**config.mk**
```make
export PLATFORM = sky130hd
export DESIGN_NAME = timer_bank_flat
export DESIGN_NICKNAME = d
export VERILOG_FILES = /design/src/rtl/timer_bank_if.sv /design/src/rtl/timer_bank.sv /design/src/flat_wrapper.sv
export SDC_FILE = /design/constraint.sdc
export NUM_CORES = 1
export LEC_CHECK = 0
export CORE_MARGIN = 2
export CORE_UTILIZATION = 47
export DETAILED_ROUTE_END_ITERATION = 6
export PLACE_DENSITY = 0.77
export SETUP_SLACK_MARGIN = 0.5
export SLEW_MARGIN = 10
export SYNTH_ARGS = -nofsm -noshare
export SYNTH_HDL_FRONTEND = slang
export SYNTH_SLANG_ARGS = --single-unit
```
**constraint.sdc**
```tcl
create_clock -name clk -period 2.5 [get_ports clk]
set_input_delay 0.5 -clock clk [delete_from_list [all_inputs] [get_ports clk]]
set_output_delay 0.5 -clock clk [all_outputs]
set_load 0.01 [all_outputs]
```
**src/rtl/timer_bank_if.sv**
```systemverilog
// Control/status bundle between the game controller and the timer bank.
// The controller drives strobes and load data; the bank returns per-channel status.
interface timer_bank_if #(
    parameter int N_CH = 4,
    parameter int W    = 16
);
    logic [N_CH-1:0]   ld;
    logic [N_CH*W-1:0] data_in;
    logic [N_CH-1:0]   periodic;
    logic [N_CH-1:0]   en;
    logic [N_CH-1:0]   clr;
    logic [N_CH-1:0]   done;
    logic [N_CH-1:0]   busy;
    logic [N_CH*W-1:0] count;

    modport master (
        output ld, data_in, periodic, en, clr,
        input  done, busy, count
    );

    modport slave (
        input  ld, data_in, periodic, en, clr,
        output done, busy, count
    );
endinterface

```
**src/rtl/timer_bank.sv**
```systemverilog
// Bank of N_CH independent down-timers sharing one free-running prescaled tick.
// Each channel pulses done for one cycle on expiry, then stops or reloads.
module timer_bank #(
    parameter int N_CH     = 4,
    parameter int W        = 16,
    parameter int PRESCALE = 1
) (
    input logic         clk,
    input logic         reset,
    timer_bank_if.slave bus
);
    localparam int            PW       = (PRESCALE > 1) ? $clog2(PRESCALE) : 1;
    localparam logic [PW-1:0] PRE_LAST = PW'(PRESCALE - 1);

    typedef enum logic {S_IDLE, S_RUN} state_e;

    logic [PW-1:0]     r_pre;
    logic              w_tick;
    logic [N_CH-1:0]   w_done;
    logic [N_CH-1:0]   w_busy;
    logic [N_CH*W-1:0] w_count;

    // Shared prescaler: never disturbed by channel strobes, so tick phase is global.
    assign w_tick = (r_pre == PRE_LAST);

    always_ff @(posedge clk) begin
        if (reset || w_tick) begin
            r_pre <= '0;
        end else begin
            r_pre <= r_pre + PW'(1);
        end
    end

    for (genvar g = 0; g < N_CH; g++) begin : g_ch
        state_e         r_state, w_state_nxt;
        logic [W-1:0]   r_cnt, w_cnt_nxt;
        logic [W-1:0]   r_reload, w_reload_nxt;
        logic           r_mode, w_mode_nxt;
        logic           r_done, w_done_nxt;
        logic [W-1:0]   w_din;

        assign w_din = bus.data_in[g*W +: W];

        always_ff @(posedge clk) begin
            if (reset) begin
                r_state  <= S_IDLE;
                r_cnt    <= '0;
                r_reload <= '0;
                r_mode   <= 1'b0;
                r_done   <= 1'b0;
            end else begin
                r_state  <= w_state_nxt;
                r_cnt    <= w_cnt_nxt;
                r_reload <= w_reload_nxt;
                r_mode   <= w_mode_nxt;
                r_done   <= w_done_nxt;
            end
        end

        // clr beats ld beats countdown; cnt==0 on a tick is expiry, never a decrement.
        always_comb begin
            w_state_nxt  = r_state;
            w_cnt_nxt    = r_cnt;
            w_reload_nxt = r_reload;
            w_mode_nxt   = r_mode;
            w_done_nxt   = 1'b0;
            if (bus.clr[g]) begin
                w_state_nxt = S_IDLE;
                w_cnt_nxt   = '0;
            end else if (bus.ld[g]) begin
                w_state_nxt  = S_RUN;
                w_cnt_nxt    = w_din;
                w_reload_nxt = w_din;
                w_mode_nxt   = bus.periodic[g];
            end else if (r_state == S_RUN && bus.en[g] && w_tick) begin
                if (r_cnt != '0) begin
                    w_cnt_nxt = r_cnt - W'(1);
                end else begin
                    w_done_nxt = 1'b1;
                    if (r_mode) begin
                        w_cnt_nxt = r_reload;
                    end else begin
                        w_state_nxt = S_IDLE;
                    end
                end
            end
        end

        assign w_done[g]          = r_done;
        assign w_busy[g]          = (r_state == S_RUN);
        assign w_count[g*W +: W]  = r_cnt;
    end

    assign bus.done  = w_done;
    assign bus.busy  = w_busy;
    assign bus.count = w_count;
endmodule

```
**src/flat_wrapper.sv**
```systemverilog
// flat-port wrapper written by rule: the top's interface ports become plain ports
module timer_bank_flat 
#(
    parameter int N_CH     = 4,
    parameter int W        = 16,
    parameter int PRESCALE = 1
)
  (clk, reset, bus_ld, bus_data_in, bus_periodic, bus_en, bus_clr, bus_done, bus_busy, bus_count);
  timer_bank_if #(.N_CH(N_CH), .W(W)) bus_i ();
  input logic clk;
  input logic reset;
  input wire logic [$bits(bus_i.ld)-1:0] bus_ld;
  input wire logic [$bits(bus_i.data_in)-1:0] bus_data_in;
  input wire logic [$bits(bus_i.periodic)-1:0] bus_periodic;
  input wire logic [$bits(bus_i.en)-1:0] bus_en;
  input wire logic [$bits(bus_i.clr)-1:0] bus_clr;
  output wire logic [$bits(bus_i.done)-1:0] bus_done;
  output wire logic [$bits(bus_i.busy)-1:0] bus_busy;
  output wire logic [$bits(bus_i.count)-1:0] bus_count;
  assign bus_i.ld = bus_ld;
  assign bus_i.data_in = bus_data_in;
  assign bus_i.periodic = bus_periodic;
  assign bus_i.en = bus_en;
  assign bus_i.clr = bus_clr;
  assign bus_done = bus_i.done;
  assign bus_busy = bus_i.busy;
  assign bus_count = bus_i.count;
  timer_bank #(.N_CH(N_CH), .W(W), .PRESCALE(PRESCALE)) u_core (.clk(clk), .reset(reset), .bus(bus_i));
endmodule
```
; After elaboration in Yosys (flattened, before gate mapping)
; Index checks and enable logic that the tools add are counted.
[word_totals]
elab_cells = 120
output_inout_bits = 72
latch_bits = 0
memories = 0
mem_bits_ro = 0
input_bits = 82
mem_bits_rw = 0
register_bits = 141
[op_classes]
magnitude_cmp = 0
shift = 0
n_reduce_logical = 41
eq_ne = 8
bitwise = 9
mul = 0
n_mux = 36
div = 0
add_sub_neg = 5
[ops]
columns = operator, count
row1 = $mux W16, 16
row2 = $reduce_bool A16 Y1, 4
row3 = $sub A16 B1 Y16 const B, 4
row4 = $mux W1, 20
row5 = $ne A2 B2 Y1 const B, 8
row6 = $reduce_and A2 Y1, 8
row7 = $reduce_or A4 Y1, 4
row8 = $reduce_and A3 Y1, 4
row9 = $reduce_bool A3 Y1, 4
row10 = $not A1 Y1, 9
row11 = $logic_and A1 B1 Y1, 8
row12 = $reduce_bool A2 Y1, 4
row13 = $reduce_or A2 Y1, 4
row14 = $add A1 B1 Y1 const B, 1
row15 = $logic_or A1 B1 Y1, 1

; Depth between registers and ports, before layout
; Gate-level depths: netlist (run 1).
[logic_depth]
ltp_word = 4
mapped_depth = 9
mapped_depth_nobuf = 7

; Least setup slack after synthesis (run 1)
; Ideal clock, no wire load.
[synth_timing]
kind = register to register
startpoint = register u_core.g_ch[2].r_cnt[7]
endpoint = register u_core.g_ch[2].r_cnt[5]
arrival_ps = 2498
path_buffers = 3
required_time_ps = 2409
path_slack_ps = -89
path_stages_with_launch = 9
setup_ps = 91
period_less_slack_ps = 2589
cell_sequence = dfxtp_1 > or4_1 > or4_1 > buf_2 > o31a_4 > or2_1 > buf_6 > buf_6 > a311oi_1
[synth_between]
elab_chain_cells = 4
elab_cells_between_ends = 6
cone_classes = mux (3) / reduce/logical (3)
[synth_rtl]
columns = element, line
row1 = "start, declared", timer_bank.sv:36  ; logic [W-1:0] r_cnt, w_cnt_nxt;
row2 = "start signal, assigned", timer_bank.sv:53  ; r_cnt <= w_cnt_nxt;
row3 = $reduce_bool A16 Y1 *, timer_bank.sv:76  ; if (r_cnt != '0) begin
row4 = $mux W16, timer_bank.sv:76
row5 = $mux W16, timer_bank.sv:75  ; end else if (r_state == S_RUN && bus.en[g] && w_tick) begin
row6 = $mux W16, timer_bank.sv:70  ; end else if (bus.ld[g]) begin
; Mark *: on every way between the ends. The rest lies on a longest branch, timed or not. The select of a mux whose other input is x is not followed.
; A chain may end at the register's enable or synchronous reset.

; Worst setup path in the final report (run 1)
[layout_timing]
startpoint = register u_core.g_ch[2].r_cnt[3]
endpoint = register u_core.g_ch[2].r_cnt[2]
; Same word-level chain as after synthesis.

==> results of run 1 <==
sequential cells by signal (all words and copies together), names as in the netlist:
name / flops
u_core.g_ch.r_cnt: 64
u_core.g_ch.r_reload: 64
u_core.g_ch.r_done: 4
u_core.g_ch.r_mode: 4
u_core.g_ch.r_state: 4
u_core.r_pre: 1
what timing repair did:
item                       CTS  global route
resized for setup           76           124
setup buffers               28            17
cloned                       2             2
hold buffers                 0             0
setup endpoints to repair   69            83
pin swaps                   34            68
worst max-delay path, cell delays in order, from the launching register on:
cell and delay [ns]:
dfxtp_2 0.31, or4_4 0.55, or4_4 0.52, o31a_4 0.29
or2_4 0.25, buf_4 0.17, a311oi_2 0.20
cell families (layout without fill, tap and decap cells):
group | after synthesis | count (layout)
fa+ha+maj | 8 | 8
flops | 141 | 141
xor+xnor | 10 | 10
buf+inv | 106 | 343
mux | 8 | 8
compound gates | 322 | 322
other cells | 1 | 1
simple gates | 441 | 442
power by group through the flow:
| stage | registers [µW] | clock network [µW] | logic [µW] |
|---|---|---|---|
| global placement | 2510 | 0 | 1830 |
| detailed placement | 2510 | 0 | 1850 |
| global route | 2490 | 3050 | 2770 |
| floorplan | 2520 | 0 | 1120 |
| finish | 2480 | 2950 | 2620 |
| CTS | 2460 | 2950 | 2190 |
synthesized netlist by cell type, types with 9 or more instances:
| master | number |
|---|---|
| nand2_1 | 188 |
| dfxtp_1 | 141 |
| a21oi_1 | 119 |
| nor2_1 | 66 |
| clkbuf_1 | 65 |
| nor3_1 | 50 |
| o21ai_0 | 47 |
| inv_1 | 27 |
| nand3_1 | 23 |
| nor4_1 | 21 |
| a211oi_1 | 19 |
| a31oi_1 | 18 |
| o211ai_1 | 18 |
| a211o_1 | 15 |
| a311oi_1 | 15 |
| o32ai_1 | 15 |
| o31ai_1 | 14 |
| or3_1 | 14 |
| or4_1 | 13 |
| or2_2 | 11 |
| and3_1 | 9 |
| nand2b_1 | 9 |
layer usage:
layer	wire length (µm)	GRT usage
met1	11600	0.400
met2	14100	0.514
met3	2610	0.0575
met4	979	0.116
met5	0	0
worst min-delay path by stage:
stage	start	to	slack (ns)
finish	u_core.g_ch[1].r_reload[11]$_SDFFE_PP0P_	u_core.g_ch[1].r_reload[11]$_SDFFE_PP0P_	0.45
global route	u_core.g_ch[1].r_reload[15]$_SDFFE_PP0P_	u_core.g_ch[1].r_reload[15]$_SDFFE_PP0P_	0.48
CTS	u_core.g_ch[1].r_reload[11]$_SDFFE_PP0P_	u_core.g_ch[1].r_reload[11]$_SDFFE_PP0P_	0.45
detailed placement	u_core.g_ch[1].r_reload[11]$_SDFFE_PP0P_	u_core.g_ch[1].r_reload[11]$_SDFFE_PP0P_	0.44
global placement	u_core.g_ch[3].r_reload[7]$_SDFFE_PP0P_	u_core.g_ch[3].r_reload[7]$_SDFFE_PP0P_	0.44
floorplan	u_core.g_ch[3].r_reload[4]$_SDFFE_PP0P_	u_core.g_ch[3].r_reload[4]$_SDFFE_PP0P_	0.43
through the flow:
stage	TNS (ns)	cells	hold slack [ns]	power, µW
3_5_place_dp	-0.0271	1411	0.444	4360
3_3_place_gp	0	1411	0.438	4340
6_report	0	1491	0.450	8050
4_1_cts	0	1472	0.453	7610
5_1_grt	0	1491	0.476	8310
2_1_floorplan	-0.247	1037	0.432	3640
cell type report:
type | instances | area share
clock buffers | 23 | 0.0431
clock inverters | 8 | 0.0148
inverters | 28 | 0.00953
multi-input cells | 791 | 0.441
flip-flops and latches | 141 | 0.245
well taps | 216 | 0.0229
repair buffers | 284 | 0.224
==> metrics.md, run 1 <==
| Metric | Value |
|---|---|
| Crit start category | `flip-flop` |
| DRT Wirelength | `around 30 mm` |
| H-tree depth | `4` |
| DRC | `0` |
| Clock sink count | `between 100 and 150` |
| First-pass GRT wire length | `44.4 mm` |
| Final setup viols | `0` |
| Starting Density | `0.484` |
| Clock root buffer | `clkbuf_16` |
| MaxCap Viol Count | `0` |
| Most common cell after layout, fill and taps aside | `nand2_1` |
| Mapped Cells | `1,037` |
| Sequential Power Share | `0.308` |
| Sw Ratio | `0.313` |
| Antenna violations before repair | `0` |
| Ys flop type | `dfxtp_1` |
| XOR/XNOR Fraction of Synth Area | `0.0113` |
| FMAX | `~0.42 GHz` |
| GPL Wtd Cong | `around 0.95` |
| Yosys Warn Count | `0` |
| Status | `finished, final reports clean` |
| FF+latch area | `between 2000 and 3000 µm²` |
| Fraction of layout cells with a size suffix above 1 | `0.259` |
| Post-synthesis mux area share | `0.0107` |
| Asr flop ratio synth | `0` |
| Slew Viols, Final | `0` |
| Final Cycle Share | `0.956` |
| Slew margin rel. | `0.476` |
| Post-place instance area | `a little under 10,000 µm²` |
| Compound-Gate Fraction of Synth Area | `0.272` |
| Clock power share | `0.367` |
| FF-to-FF End | `u_core.g_ch[2].r_cnt[2]$_SDFFE_PP0P_` |
| Post-synth EDFFs | `0` |
| Final HPWL DP | `18.4 mm` |
| Area occupied by multi-input gates | `5200 µm²` |
| Post-synth top area share | `0.364` |
| Remaining antenna violation count after routing | `0` |
| Fin util | `0.738` |
| Chip height | `132 µm` |
| Fillers | `1,186` |
| Largest family of logic cells by synthesized area | `compound AO/OA/AOI/OAI gates` |
| Clk pin slew, worst setup/hold paths | `approximately 0.06 ns` |
| Final worst slack | `roughly 0.11 ns` |
| Final Skew | `0.00987 ns` |
| Synth area leaders | `dfxtp_1 (36%), nand2_1 (9.1%), a21oi_1 (7.7%)` |
| DR pass1 iterations | `6` |
| Final min period | `2.39 ns` |
| Worst Reg-to-Reg Cells | `6` |
| Worst Setup SP | `u_core.g_ch[2].r_cnt[3]$_SDFFE_PP0P_` |
| RSZ-0062 raised after global routing | `yes` |
| Nature of the critical path endpoint | `flip-flop` |
| Nets | `1,353` |
| IO Port Bufs | `153` |
| Psw | `2520 µW` |
| Peak VDD IR | `roughly 0.52 mV` |
| Flop2flop setup slack | `0.11 ns` |
| Logic pwr share | `0.326` |
| Int Power | `5530 µW` |
| Remaining global-route overflow | `0` |
| WL/cell | `slightly below 20 µm` |
| Adder-Cell Fraction of Synth Area | `0.0129` |
| Worst flop-to-flop path startpoint | `u_core.g_ch[2].r_cnt[3]$_SDFFE_PP0P_` |
| Synthesized flop and latch total | `141` |
| Slew @ Worst Pin | `0.786 ns` |
| Clock Tree Buf Depth | `2` |
| Data arrival time of the critical path | `2.72 ns` |
| Hold Crit Class | `reg -> reg` |
| Critical Path Fanout Max | `5` |
| N_diodes | `0` |
| Req. time, crit path | `2.83 ns` |
| Commonest cells after routing, fill and taps aside | `nand2_1 (185), clkdlybuf4s50_1 (149), buf_4 (106), dfxtp_1 (106), a21oi_1 (103)` |
| Num CTS Buffers | `17` |
| CTS tree | `built` |
| Number of cell rows | `46` |
| Io pins | `154` |
| Design Area, Final | `11,800 µm²` |
| Critical setup path kind | `reg -> reg` |
| Seq/Total Area, Yosys | `0.364` |
| Final Hold Vio Count | `0` |
| Vias in the first global route | `8,656` |
| Area Growth Syn to Fin | `52.4%` |
| Simple-gate share of the synthesized area | `0.271` |
| Placement Setup Slack | `-0.0222 ns` |
| Largest net degree at the start of global routing | `29` |
| Core Region | `16,000 µm²` |
| Die ar. | `between 15,000 and 20,000 µm²` |
| Clock latency on the worst-skew pair | `0.43 ns` |
| Dominant cell type by area after synthesis | `dfxtp_1` |
| Routed vias/inst | `roughly 6.3` |
| Distinct cells, synth | `63` |
| Syn Nets | `1,127` |
| Hold depth | `2` |
| Vias after detailed routing | `9,453` |
| Critical Path Sink | `u_core.g_ch[2].r_cnt[2]$_SDFFE_PP0P_` |
| Power Density | `682 nW/µm²` |
| P_leak | `~0.0045 µW` |
| Detailed Route Iter0 Violations | `1,132` |
| Mean area per synthesized cell | `7.47 µm²` |
| Syn Std Cell Area | `7750 µm²` |
| Gr usage total | `0.309` |
| Die X-Extent | `roughly 130 µm` |
(Power assumes the default switching activity.)
==> run 2: changes to the inputs <==
--- a/config.mk
+++ b/config.mk
@@ -5,6 +5,7 @@
 export SDC_FILE = /design/constraint.sdc
 export NUM_CORES = 1
 export LEC_CHECK = 0
+export CAP_MARGIN = 20
 export CORE_MARGIN = 2
 export CORE_UTILIZATION = 47
 export DETAILED_ROUTE_END_ITERATION = 6
==> results of run 2 <==
Final layout, timing and power as in run 1 (identical DEF).
